## src/rtl/biquad8_coeff_seq_if.sv

```systemverilog
// Coefficient sequencer bus: host shadow-register access plus the
// coefficient shift/update lines toward the pole-IIR DSP chain.
//   cfg_addr/cfg_data/cfg_wr : shadow write (0=A, 1=B, 2=C, 3=D)
//   cfg_commit               : request a load of the shadow set
//   busy/done                : load in progress / one-cycle completion pulse
//   coeff_dat_o/coeff_wr_o   : B1 shift data and enable
//   coeff_update_o           : B1->B2 update strobe
//   cfg_rdata                : shadow readback
// slave = sequencer side, master = host/filter side.
interface biquad8_coeff_seq_if #(
  parameter int unsigned COEFF_BITS = 18
);
  logic [1:0]            cfg_addr;
  logic [COEFF_BITS-1:0] cfg_data;
  logic                  cfg_wr;
  logic                  cfg_commit;
  logic                  busy;
  logic                  done;
  logic [COEFF_BITS-1:0] coeff_dat_o;
  logic                  coeff_wr_o;
  logic                  coeff_update_o;
  logic [COEFF_BITS-1:0] cfg_rdata;

  modport slave (
    input  cfg_addr, cfg_data, cfg_wr, cfg_commit,
    output busy, done, coeff_dat_o, coeff_wr_o, coeff_update_o, cfg_rdata
  );

  modport master (
    output cfg_addr, cfg_data, cfg_wr, cfg_commit,
    input  busy, done, coeff_dat_o, coeff_wr_o, coeff_update_o, cfg_rdata
  );
endinterface

```

## src/rtl/biquad8_coeff_seq.sv

```systemverilog
// Biquad coefficient load sequencer. Four host-writable shadow registers are
// snapshotted on commit and shifted into the filter's B1 chain in the order
// C, D, B, A (so the first word lands in the last DSP), followed by
// SETTLE_CYCLES idle cycles and a single B1->B2 update strobe with done.
// Commits arriving while busy coalesce into one pending reload.
// Ports:
//   clk, rst_n : clock, asynchronous active-low reset
//   bus        : biquad8_coeff_seq_if.slave (see interface header)
// Optional feature: define BIQUAD_COEFF_READBACK_EN to build the shadow
// readback mux on cfg_rdata; otherwise cfg_rdata is tied to 0.
module biquad8_coeff_seq #(
  parameter int unsigned COEFF_BITS    = 18,
  parameter int unsigned SETTLE_CYCLES = 1
) (
  input  logic                 clk,
  input  logic                 rst_n,
  biquad8_coeff_seq_if.slave   bus
);

  typedef enum logic [1:0] {
    S_IDLE   = 2'd0,
    S_LOAD   = 2'd1,
    S_SETTLE = 2'd2,
    S_UPDATE = 2'd3
  } state_e;

  localparam logic [3:0] LOAD_LAST   = 4'd3;
  localparam logic [3:0] SETTLE_LAST = 4'((SETTLE_CYCLES == 0) ? 0 : SETTLE_CYCLES - 1);

  state_e                state_q, state_d;
  logic [3:0]            cnt_q, cnt_d;
  logic                  pending_q, pending_d;
  logic                  snap;
  logic [COEFF_BITS-1:0] shadow_q [4];
  logic [COEFF_BITS-1:0] shadow_d [4];
  logic [COEFF_BITS-1:0] stage_q  [4];

  logic                  busy_q, busy_d;
  logic                  done_q, done_d;
  logic                  wr_q, wr_d;
  logic                  upd_q, upd_d;
  logic [COEFF_BITS-1:0] dat_q, dat_d;

  // Shadow next value; the snapshot uses this so a same-cycle write is included.
  always_comb begin
    for (int i = 0; i < 4; i++) shadow_d[i] = shadow_q[i];
    if (bus.cfg_wr) shadow_d[bus.cfg_addr] = bus.cfg_data;
  end

  // State, counter, pending, shadow and staging registers.
  always_ff @(posedge clk or negedge rst_n) begin
    if (!rst_n) begin
      state_q   <= S_IDLE;
      cnt_q     <= 4'd0;
      pending_q <= 1'b0;
      for (int i = 0; i < 4; i++) begin
        shadow_q[i] <= '0;
        stage_q[i]  <= '0;
      end
    end else begin
      state_q   <= state_d;
      cnt_q     <= cnt_d;
      pending_q <= pending_d;
      for (int i = 0; i < 4; i++) begin
        shadow_q[i] <= shadow_d[i];
        if (snap) stage_q[i] <= shadow_d[i];
      end
    end
  end

  // Next-state logic.
  always_comb begin
    state_d   = state_q;
    cnt_d     = cnt_q;
    pending_d = pending_q;
    snap      = 1'b0;
    if (bus.cfg_commit && state_q != S_IDLE) pending_d = 1'b1;
    case (state_q)
      S_IDLE: begin
        if (bus.cfg_commit || pending_q) begin
          state_d   = S_LOAD;
          cnt_d     = 4'd0;
          pending_d = 1'b0;
          snap      = 1'b1;
        end
      end
      S_LOAD: begin
        if (cnt_q == LOAD_LAST) begin
          cnt_d   = 4'd0;
          state_d = (SETTLE_CYCLES == 0) ? S_UPDATE : S_SETTLE;
        end else begin
          cnt_d = cnt_q + 4'd1;
        end
      end
      S_SETTLE: begin
        if (cnt_q == SETTLE_LAST) begin
          cnt_d   = 4'd0;
          state_d = S_UPDATE;
        end else begin
          cnt_d = cnt_q + 4'd1;
        end
      end
      S_UPDATE: state_d = S_IDLE;
      default:  state_d = S_IDLE;
    endcase
  end

  // Output decode; values are registered below so outputs lag state by one cycle.
  always_comb begin
    busy_d = (state_d != S_IDLE);
    done_d = 1'b0;
    wr_d   = 1'b0;
    upd_d  = 1'b0;
    dat_d  = '0;
    case (state_q)
      S_LOAD: begin
        wr_d = 1'b1;
        case (cnt_q[1:0])
          2'd0:    dat_d = stage_q[2];
          2'd1:    dat_d = stage_q[3];
          2'd2:    dat_d = stage_q[1];
          default: dat_d = stage_q[0];
        endcase
      end
      S_UPDATE: begin
        upd_d  = 1'b1;
        done_d = 1'b1;
      end
      default: ;
    endcase
  end

  // Output registers.
  always_ff @(posedge clk or negedge rst_n) begin
    if (!rst_n) begin
      busy_q <= 1'b0;
      done_q <= 1'b0;
      wr_q   <= 1'b0;
      upd_q  <= 1'b0;
      dat_q  <= '0;
    end else begin
      busy_q <= busy_d;
      done_q <= done_d;
      wr_q   <= wr_d;
      upd_q  <= upd_d;
      dat_q  <= dat_d;
    end
  end

  assign bus.busy           = busy_q;
  assign bus.done           = done_q;
  assign bus.coeff_wr_o     = wr_q;
  assign bus.coeff_update_o = upd_q;
  assign bus.coeff_dat_o    = dat_q;

`ifdef BIQUAD_COEFF_READBACK_EN
  // Reads the registered shadow, so same-cycle writes appear one cycle later.
  logic [COEFF_BITS-1:0] rdata_q;
  always_ff @(posedge clk or negedge rst_n) begin
    if (!rst_n) rdata_q <= '0;
    else        rdata_q <= shadow_q[bus.cfg_addr];
  end
  assign bus.cfg_rdata = rdata_q;
`else
  assign bus.cfg_rdata = '0;
`endif

endmodule

```

## src/flat_wrapper.sv

```systemverilog
// flat-port wrapper written by rule: the top's interface ports become plain ports
module biquad8_coeff_seq_flat 
#(
  parameter int unsigned COEFF_BITS    = 18,
  parameter int unsigned SETTLE_CYCLES = 1
)
  (clk, rst_n, bus_cfg_addr, bus_cfg_data, bus_cfg_wr, bus_cfg_commit, bus_busy, bus_done, bus_coeff_dat_o, bus_coeff_wr_o, bus_coeff_update_o, bus_cfg_rdata);
  biquad8_coeff_seq_if #(.COEFF_BITS(COEFF_BITS)) bus_i ();
  input  logic clk;
  input  logic rst_n;
  input wire logic [$bits(bus_i.cfg_addr)-1:0] bus_cfg_addr;
  input wire logic [$bits(bus_i.cfg_data)-1:0] bus_cfg_data;
  input wire logic [$bits(bus_i.cfg_wr)-1:0] bus_cfg_wr;
  input wire logic [$bits(bus_i.cfg_commit)-1:0] bus_cfg_commit;
  output wire logic [$bits(bus_i.busy)-1:0] bus_busy;
  output wire logic [$bits(bus_i.done)-1:0] bus_done;
  output wire logic [$bits(bus_i.coeff_dat_o)-1:0] bus_coeff_dat_o;
  output wire logic [$bits(bus_i.coeff_wr_o)-1:0] bus_coeff_wr_o;
  output wire logic [$bits(bus_i.coeff_update_o)-1:0] bus_coeff_update_o;
  output wire logic [$bits(bus_i.cfg_rdata)-1:0] bus_cfg_rdata;
  assign bus_i.cfg_addr = bus_cfg_addr;
  assign bus_i.cfg_data = bus_cfg_data;
  assign bus_i.cfg_wr = bus_cfg_wr;
  assign bus_i.cfg_commit = bus_cfg_commit;
  assign bus_busy = bus_i.busy;
  assign bus_done = bus_i.done;
  assign bus_coeff_dat_o = bus_i.coeff_dat_o;
  assign bus_coeff_wr_o = bus_i.coeff_wr_o;
  assign bus_coeff_update_o = bus_i.coeff_update_o;
  assign bus_cfg_rdata = bus_i.cfg_rdata;
  biquad8_coeff_seq #(.COEFF_BITS(COEFF_BITS), .SETTLE_CYCLES(SETTLE_CYCLES)) u_core (.clk(clk), .rst_n(rst_n), .bus(bus_i));
endmodule
```

## config.mk

```make
export PLATFORM = sky130hd
export DESIGN_NAME = biquad8_coeff_seq_flat
export DESIGN_NICKNAME = d
export VERILOG_FILES = /design/src/rtl/biquad8_coeff_seq_if.sv /design/src/rtl/biquad8_coeff_seq.sv /design/src/flat_wrapper.sv
export SDC_FILE = /design/constraint.sdc
export NUM_CORES = 1
export LEC_CHECK = 0
export BUFFER_PORTS_ARGS = -buffer_cell sky130_fd_sc_hd__buf_2
export CAP_MARGIN = 30
export CORE_UTILIZATION = 33
export CTS_CLUSTER_SIZE = 40
export DETAILED_ROUTE_END_ITERATION = 16
export PLACE_DENSITY = 0.52
export SYNTH_ARGS = -nofsm -noshare
export SYNTH_HDL_FRONTEND = slang
export SYNTH_SLANG_ARGS = --single-unit
```

## constraint.sdc

```tcl
create_clock -name clk -period 3 [get_ports clk]
set_input_delay 0.3 -clock clk [delete_from_list [all_inputs] [get_ports clk]]
set_output_delay 0.3 -clock clk [all_outputs]
set_load 0.03 [all_outputs]
```

==> flow_metrics.tcl <==
set metrics [dict create \
    synth_edf_count 0 \
    syn_area_mm2 0.00721 \
    cts_tree "yes" \
    grt_overflow 0 \
    clockBufferDepth 2 \
    insertion_delay_ns 0.42 \
    ys_ff_latch 172 \
    relSlewSlack 0.607 \
    nets 571 \
    path_delay_family "compound AO/OA/AOI/OAI gates" \
    yosys_warnings 0 \
    yosysSeqAreaShare 0.597 \
    vdd_drop_max_mv 0.385 \
    period_needed_ns 1.92 \
    ant_nets 0 \
    yosysMostFrequentCell "dfrtp_1" \
    die_h_um 150 \
    track_usage 0.141 \
    dpl_worst_slack_ns 1.04 \
    root_buffer "clkbuf_16" \
    cp-end-kind "flip-flop" \
    synthFlopType "dfrtp_1" \
    cpPeakStageDelay_ns 0.43 \
    fmax_mhz 520 \
    p_leak_nw 3.76 \
    drt_pass1_iterations 6 \
    die_width_um 150 \
    max_cap_viol_count 0 \
    ys_types 33 \
    cts_resized 0 \
    cts_buffers 17 \
    syn2layout_area_growth_pct 14.8 \
    grt_use_met1 0.181 \
    drive_gt1_frac 0.426 \
    status "finished, final reports clean" \
    final_cells 826 \
    wl_mm 14.5 \
    worst_pin_slew_ns 0.589 \
    crit_chain "inv_1, ha_1, buf_4, a222oi_1, o21ai_0, and2_1" \
    htreeDepth 4 \
    place_inst 793 \
    path_buf_inv 2 \
    core_area_mm2 0.0212 \
    crit_type "flip-flop to flip-flop" \
    synthTopCellsByArea "dfrtp_1 (60%), mux2_2 (16%), mux2_4 (8.3%)" \
    setup_viol 0 \
    drt-initial-drc-count 300 \
    grtUsageMet3 0.0326 \
    powerDensity_mw_per_mm2 1020 \
    rows 53 \
    use_met2 0.233 \
    place_congestion 0.726 \
    via_per_inst 4.81 \
    rsz0062_at_grt "false" \
    grt_max_degree 92 \
    die_area_mm2 0.0225 \
    vias 3975 \
    wire_per_inst_um 17.5 \
    drc 0 \
    antenna_cells 0 \
    yosys-top-cells-count "dfrtp_1 (172), mux2_2 (104), mux2_4 (40), nand2_1 (24), o21ai_0 (21)" \
    slew_viol_final 0 \
    cpMaxStageDelayCell "dfrtp_1" \
    worst_ep_arrival_time_ns 2.24 \
    cts_sinks 172 \
    hold_slack_ns 0.178 \
    worst-path-max-fanout 13 \
    synth_top_area_frac 0.597 \
    period_share 0.641 \
    critPathLaunchType "flip-flop" \
    totalNegativeSetupSlack_ns 0 \
    antenna_found_initial 0 \
    setup_slack_ns 1.08 \
    hold_path_class "input pin to flip-flop" \
    avgSynthCellArea_um2 14.8 \
    initial_core_util 0.340 \
    yosysTopAreaCell "dfrtp_1" \
    synth-async-reset-ratio 1.00 \
    grt_pass1_wl_mm 23.7 \
    port_buffers 45 \
    grt_busiest_layer "met2" \
    grt_pass1_vias 4312 \
    skew_ns 0.00750 \
    required_ns 3.31 \
    clk_pin_slew_worst_paths_ns 0.06 \
    power.total_mw 8.42 \
    io_pins 64 \
    synthCells 488 \
    hold_violations 0 \
    place_hpwl_mm 8.78 \
]
## per-stage QoR
stage               utilization  instance area (um2)
floorplan                     -                 7280
global placement          0.363                 7700
detailed placement        0.363                 7700
CTS                       0.390                 8280
global route              0.390                 8280
finish                    0.390                 8280
## metal layers
layer	wire [um]	share of wire
met1	6660	0.46
met2	7210	0.50
met3	421	0.029
met4	172	0.012
met5	0	0
## layout by cell type, fill, tap and decap left out, types with 2 or more instances in the layout
cell type   Yosys  layout
clkinvlp_4      0       3
a222oi_1       18      18
nand2_1        24      24
o21ai_0        21      21
mux2_4         40      40
clkinv_2        0       4
inv_1           5       5
ha_1            9       9
nand2b_1        2       2
clkbuf_1       11       3
nand4b_1        2       2
dfrtp_1       172     172
a21oi_1         5       5
buf_12          0       2
nand3_1         2       2
a31oi_1         2       2
nor2_1          7       7
conb_1          1      18
bufinv_16       0       2
clkinv_4        0       2
clkbuf_16       0      17
nand3b_4        2       2
buf_2           7      44
and2_1         18      18
buf_4          19       9
mux2_2        104     104
## flip-flops by register name (all words and copies together), names as in the netlist
name and cells:
u_core.shadow_q 72, u_core.bus.coeff_dat_o 18, u_core.stage_q 72, u_core.bus.coeff_wr_o 1, u_core.pending_q 1, u_core.cnt_q 4, u_core.bus.busy 1, u_core.bus.done 1
u_core.state_q 2
## area by class of cell
cell class,instances,area (um2)
multi-input cells,285,2690
fillers,1960,12900
clock buffers,21,450
clock inverters,11,120
repair buffers,57,349
flip-flops and latches,172,4300
well taps,275,344
inverters,5,18.8
## logic make-up after synthesis
kind of cell	after synthesis	synth area share
compound gates	50	0.0484
simple gates	64	0.0519
fa+ha+maj	9	0.0156
other cells	1	0.000520
flops	172	0.597
mux	144	0.246
buf+inv	48	0.0413
## final timing paths
path | startpoint | end | slack (ns) | cells after the start
setup / recovery | u_core.cnt_q[0] | u_core.bus.coeff_dat_o[11] | 1.08 | 6
hold / removal | bus_cfg_data[13] | u_core.shadow_q[49] | 0.18 | 2
setup reg to reg | u_core.cnt_q[0] | u_core.bus.coeff_dat_o[11] | 1.08 | 6
hold reg to reg | u_core.shadow_q[41] | u_core.shadow_q[41] | 0.49 | 1
max in group asynchronous | rst_n | u_core.shadow_q[12] | 1.75 | 3
min in group asynchronous | rst_n | u_core.stage_q[58] | 0.40 | 2
## worst register-to-register path: stages (launching register included)
cell      delay [ns]
dfrtp_1         0.43
inv_1           0.10
ha_1            0.34
buf_4           0.27
a222oi_1        0.37
o21ai_0         0.13
and2_1          0.18
## power by group
| group | internal (mW) | switching, mW | leakage (nW) |
|---|---|---|---|
| combinational | 1.37 | 1.36 | 1.42 |
| sequential | 3.16 | 0.400 | 2.07 |
| clock | 1.24 | 0.877 | 0.273 |
| total | 5.77 | 2.64 | 3.76 |
## timing repair
item                      4_1_cts  5_1_grt
buffers inserted                0        0
hold endpoints to repair       53        0
hold buffers                    1        0
Power figures use the tool's default switching activity.
